`src/rtl/multicycle_main_control.sv`:
```
// multicycle_main_control: main sequencing FSM of the 16-bit multicycle RISC-V core.
// Drives every datapath enable, the ALUOp class, and flags illegal opcodes / memory timeouts.
`default_nettype none

module multicycle_main_control #(
  parameter int MEM_WAIT_MAX = 15
) (
  input  logic       clk,
  input  logic       rst,
  input  logic [3:0] opcode,
  input  logic       mem_ready,
  output logic       PCWrite,
  output logic       PCWriteCond,
  output logic       IorD,
  output logic       MemRead,
  output logic       MemWrite,
  output logic       IRWrite,
  output logic [1:0] MemtoReg,
  output logic       RegWrite,
  output logic [1:0] ALUSrcA,
  output logic [1:0] ALUSrcB,
  output logic [1:0] ALUOp,
  output logic [1:0] PCSource,
  output logic [3:0] state,
  output logic       illegal_op,
  output logic       mem_err,
  output logic       halted
);

  localparam int CW = $clog2(MEM_WAIT_MAX + 1);

  localparam logic [3:0] OP_R    = 4'b0000;
  localparam logic [3:0] OP_ADDI = 4'b0001;
  localparam logic [3:0] OP_LW   = 4'b0010;
  localparam logic [3:0] OP_SW   = 4'b0011;
  localparam logic [3:0] OP_BR   = 4'b0100;
  localparam logic [3:0] OP_JAL  = 4'b0101;
  localparam logic [3:0] OP_HALT = 4'b1111;

  typedef enum logic [3:0] {
    S_FETCH    = 4'd0,
    S_DECODE   = 4'd1,
    S_MEMADR   = 4'd2,
    S_MEMREAD  = 4'd3,
    S_MEMWB    = 4'd4,
    S_MEMWRITE = 4'd5,
    S_EXEC_R   = 4'd6,
    S_EXEC_I   = 4'd7,
    S_ALUWB    = 4'd8,
    S_BRANCH   = 4'd9,
    S_JAL      = 4'd10,
    S_HALT     = 4'd11
  } state_t;

  state_t        cur, nxt;
  logic [CW-1:0] wait_cnt;
  logic          illegal_q, mem_err_q;
  logic          set_illegal, timeout, mem_state, wait_last;

  // Last allowed wait cycle: one more miss would make the counter reach MEM_WAIT_MAX.
  assign wait_last = !mem_ready && (wait_cnt == CW'(MEM_WAIT_MAX - 1));

  always_ff @(posedge clk) begin
    if (rst) begin
      cur       <= S_FETCH;
      wait_cnt  <= '0;
      illegal_q <= 1'b0;
      mem_err_q <= 1'b0;
    end else begin
      cur <= nxt;
      if (set_illegal) illegal_q <= 1'b1;
      if (timeout)     mem_err_q <= 1'b1;
      if (nxt != cur || mem_ready || !mem_state) wait_cnt <= '0;
      else                                       wait_cnt <= wait_cnt + 1'b1;
    end
  end

  always_comb begin
    nxt         = cur;
    set_illegal = 1'b0;
    timeout     = 1'b0;
    mem_state   = 1'b0;
    PCWrite     = 1'b0;
    PCWriteCond = 1'b0;
    IorD        = 1'b0;
    MemRead     = 1'b0;
    MemWrite    = 1'b0;
    IRWrite     = 1'b0;
    MemtoReg    = 2'b00;
    RegWrite    = 1'b0;
    ALUSrcA     = 2'b00;
    ALUSrcB     = 2'b00;
    ALUOp       = 2'b00;
    PCSource    = 2'b00;
    halted      = 1'b0;

    case (cur)
      S_FETCH: begin
        mem_state = 1'b1;
        MemRead   = 1'b1;
        ALUSrcB   = 2'b01;
        IRWrite   = mem_ready;
        PCWrite   = mem_ready;
        if (mem_ready) nxt = S_DECODE;
        else if (wait_last) begin
          nxt     = S_HALT;
          timeout = 1'b1;
        end
      end
      S_DECODE: begin
        ALUSrcB = 2'b11;
        case (opcode)
          OP_R:          nxt = S_EXEC_R;
          OP_ADDI:       nxt = S_EXEC_I;
          OP_LW, OP_SW:  nxt = S_MEMADR;
          OP_BR:         nxt = S_BRANCH;
          OP_JAL:        nxt = S_JAL;
          OP_HALT:       nxt = S_HALT;
          default: begin
            nxt         = S_FETCH;
            set_illegal = 1'b1;
          end
        endcase
      end
      S_MEMADR: begin
        ALUSrcA = 2'b01;
        ALUSrcB = 2'b10;
        if (opcode == OP_LW)      nxt = S_MEMREAD;
        else if (opcode == OP_SW) nxt = S_MEMWRITE;
        else                      nxt = S_FETCH;
      end
      S_MEMREAD: begin
        mem_state = 1'b1;
        MemRead   = 1'b1;
        IorD      = 1'b1;
        if (mem_ready) nxt = S_MEMWB;
        else if (wait_last) begin
          nxt     = S_HALT;
          timeout = 1'b1;
        end
      end
      S_MEMWB: begin
        RegWrite = 1'b1;
        MemtoReg = 2'b01;
        nxt      = S_FETCH;
      end
      S_MEMWRITE: begin
        mem_state = 1'b1;
        MemWrite  = 1'b1;
        IorD      = 1'b1;
        if (mem_ready) nxt = S_FETCH;
        else if (wait_last) begin
          nxt     = S_HALT;
          timeout = 1'b1;
        end
      end
      S_EXEC_R: begin
        ALUSrcA = 2'b01;
        ALUOp   = 2'b10;
        nxt     = S_ALUWB;
      end
      S_EXEC_I: begin
        ALUSrcA = 2'b01;
        ALUSrcB = 2'b10;
        ALUOp   = 2'b11;
        nxt     = S_ALUWB;
      end
      S_ALUWB: begin
        RegWrite = 1'b1;
        nxt      = S_FETCH;
      end
      S_BRANCH: begin
        ALUSrcA     = 2'b01;
        ALUOp       = 2'b01;
        PCWriteCond = 1'b1;
        PCSource    = 2'b01;
        nxt         = S_FETCH;
      end
      S_JAL: begin
        RegWrite = 1'b1;
        MemtoReg = 2'b10;
        PCWrite  = 1'b1;
        PCSource = 2'b01;
        nxt      = S_FETCH;
      end
      S_HALT: halted = 1'b1;
      default: nxt = S_FETCH;
    endcase

    // Reset forces every strobe low so nothing writes during the reset cycle.
    if (rst) begin
      PCWrite     = 1'b0;
      PCWriteCond = 1'b0;
      IorD        = 1'b0;
      MemRead     = 1'b0;
      MemWrite    = 1'b0;
      IRWrite     = 1'b0;
      MemtoReg    = 2'b00;
      RegWrite    = 1'b0;
      ALUSrcA     = 2'b00;
      ALUSrcB     = 2'b00;
      ALUOp       = 2'b00;
      PCSource    = 2'b00;
      halted      = 1'b0;
    end
  end

  assign state      = rst ? 4'd0 : cur;
  assign illegal_op = illegal_q & ~rst;
  assign mem_err    = mem_err_q & ~rst;

endmodule

`default_nettype wire

```
`config.mk`:
```
export PLATFORM = sky130hd
export DESIGN_NAME = multicycle_main_control
export DESIGN_NICKNAME = d
export VERILOG_FILES = /design/src/rtl/multicycle_main_control.sv
export SDC_FILE = /design/constraint.sdc
export NUM_CORES = 1
export LEC_CHECK = 0
export CORE_ASPECT_RATIO = 1.1
export CORE_UTILIZATION = 45
export DETAILED_ROUTE_END_ITERATION = 8
export HOLD_SLACK_MARGIN = 0.1
export PLACE_DENSITY = 0.79
export RECOVER_POWER = 25
export SLEW_MARGIN = 20
export SYNTH_ARGS = -nofsm -noshare
export SYNTH_HDL_FRONTEND = slang
export SYNTH_SLANG_ARGS = --single-unit
```
`constraint.sdc`:
```
create_clock -name clk -period 1.9 [get_ports clk]
set_input_delay 0.38 -clock clk [delete_from_list [all_inputs] [get_ports clk]]
set_output_delay 0.38 -clock clk [all_outputs]
set_load 0.02 [all_outputs]
```
==> qor.csv <==
metric,value,unit
status,completed,
cap_violations,0,
use_met2,48.77,%
path_max_fanout,6,
synthSimpleGateAreaFrac,39.29,%
required,1520,ps
critical_path_class,register to output port,
seq_power_share,39.2,%
syn-instance-count,128,
place_area,1423,um2
cts_hold_buf,0,
ir_drop,0.4219,mV
die-area,2208,um2
num_rows,16,
coreArea,1842,um2
max_stage_delay,410,ps
p_sw,188.4,uW
worstPathCellList,"or3_4, nor4_4, or2_1, buf_4",
setup_ws,27.90,ps
synth-xor-area-share,3.846,%
clock.fmax,534.2,MHz
die_width,44.90,um
met3_usage,4.815,%
ys_top_cells_by_area,"dfxtp_1 22%, nor3_1 5.5%, nor2_1 4.9%",
muxShareOfSynthArea,1.236,%
syn_to_final_growth,57.56,%
fin_crit,1872,ps
p_leak,0.0006031,uW
p_total,568.6,uW
cts_setup_buffers,0,
antenna_found_initial,0,
dp.final_hpwl,2.209,mm
clock-sinks,10,
routed_wl,3.034,mm
num-nets-final,192,
clk_pin_slew,60,ps
n_antenna_cell,0,
drive_above_1_share,39.23,%
worst_path_dominant_cell_family,simple AND/OR/NAND/NOR gates,
start_kind,register,
grtUsageMet1,40.55,%
cts_tree,yes,
grt_overflow,0,
start_util,49.46,%
gp_congestion,0.8763,
htree_num_levels,1,
synth_ff_type,dfxtp_1,
synth_cell_types,46,
dp_slack,-646.8,ps
yosysWarnings,0,
path_buf_inv,1,
fin_area,1435,um2
grt_pass1_vias,1152,
synth_top_family_by_area,simple AND/OR/NAND/NOR gates,
synth.largest_area_cell,dfxtp_1,
ys_ff_latch,10,
pin_count,31,
antenna_left,0,
fin_skew,2.932,ps
cp.arrival,1490,ps
first_pass_iters,4,
cts_buffers,3,
grt-busiest-layer,met2,
root_buffer,clkbuf_4,
clockPowerShare,26.0,%
num_vias,1170,
fin_crit_sh,98.53,%
async_flop_share,0,%
synth_seq_area_share,21.98,%
grt_max_degree,20,
die_h,49.19,um
via_per_inst,5.625,
rsz0062_at_grt,yes,
synth_fa_ha_area_share,2.747,%
synth_compound_area_share,20.47,%
synth_top_cell_area_share,21.98,%
p_int,380.3,uW
power_density,396.2,nW/um2
io_buffers,28,
endpoint_kind,output port,
setup_viol,0,
synth_edf_count,0,
final_max_slew_viol_count,0,
drt_iter0_drc,44,
clk_path_buf_depth,2,
clock_latency,270,ps
synth_area,910.9,um2
grt_use_total,30.81,%
grt_pass1_wl,5.147,mm
p_sw_share,33.13,%
finalHoldViolations,0,
syn_area_per_cell,7.116,um2
wl_per_cell,14.59,um
slowest_stage,or3_4,
setup_tns,0,ps
min_path_type,register to register,
power_frac_comb,34.8,%
drc,0,
power by group through the flow:
stage               combinational [uW]  sequential (uW)  clock, uW
finish                             198              223        148
global route                       212              224        156
CTS                                191              224        147
detailed placement                 197              228          0
global placement                   191              227          0
floorplan                          109              224          0
tightest hold or removal path: stages, from the launching register on:
cell     delay, ps
dfxtp_1        300
inv_1           70
a21oi_1         60
per-stage QoR:
step / instances / util [%] / hold slack (ps)
floorplan: 129 / - / 429.6
global placement: 205 / 77.24 / 441.6
detailed placement: 205 / 77.24 / 463.9
CTS: 208 / 77.17 / 473.0
global route: 208 / 77.92 / 498.9
finish: 208 / 77.92 / 474.4
logic make-up (layout without fill, tap and decap cells):
logic type               Yosys count  in the layout
adder cells (fa/ha/maj)            2              2
XOR/XNOR                           4              4
multiplexers                       1              1
flip-flops                        10             10
AO/OA/AOI/OAI                     27             27
other                              1              2
AND/OR/NAND/NOR                   65             65
buffers and inverters             18             70
cells in the mapped netlist, types with 2 or more instances:
cell type  number
ha_1            2
buf_2           4
o21ai_1         2
clkbuf_1        3
buf_4           3
dfxtp_1        10
inv_1           5
o22ai_1         2
xnor2_1         3
nor2_1         12
nand2_1         8
nand3_1         5
nor3_1         10
a21oi_1         6
nand2b_1        7
nor2b_1         4
or3_1           4
a211oi_1        5
o21ai_0         3
nor4_1          4
cell type report:
class                      count  area [um2]
sequential                    10       212.7
multi-input combinational    101       671.9
timing repair buffer          61       467.9
inverter                       6       26.28
clock buffer                   3       22.52
tap                           27       33.78
fill                         138       406.6
cell usage in the layout (no fill, tap or decap), types with 2 or more instances in the layout:
cell type / count
o21ai_1: 2
dlygate4sd2_1: 7
nor4_1: 4
o21ai_0: 3
nand2_1: 8
dfxtp_4: 3
a211oi_1: 5
nor2b_1: 2
conb_1: 2
clkdlybuf4s50_1: 5
nor2_1: 11
buf_2: 6
a21oi_1: 5
clkbuf_4: 3
nand2b_1: 5
o22ai_1: 2
clkdlybuf4s15_2: 2
nand3_1: 5
dfxtp_1: 6
nor3_1: 10
or3_1: 3
buf_4: 35
clkbuf_2: 4
inv_1: 5
xnor2_1: 3
ha_1: 2
layer usage:
layer,vias to the layer above,wire (um)
met5,-,0
met4,0,55
met3,9,173
met2,45,1522
met1,552,1282
li1,564,-
sequential cells by signal, summed over array words and instances (netlist names):
register and flops:
wait_cnt 4, mem_err_q 1, illegal_q 1, cur 4
worst paths after layout:
path / cells after the start / endpoint / from / slack (ps)
worst max-delay path: 4 / PCWrite / cur[3]$_SDFF_PP0_ / 30
worst min-delay path: 2 / mem_err_q$_SDFFE_PP0P_ / mem_err_q$_SDFFE_PP0P_ / 470
worst max register to register: 6 / cur[3]$_SDFF_PP0_ / cur[1]$_SDFF_PP0_ / 360
worst min register to register: 2 / mem_err_q$_SDFFE_PP0P_ / mem_err_q$_SDFFE_PP0P_ / 470
timing repair:
item | 4_1_cts | 5_1_grt
setup endpoints to repair | 22 | 14
gates resized for setup | 70 | 22
pin swaps | 1 | 1
No activity file was read; power rests on OpenSTA's default activity.
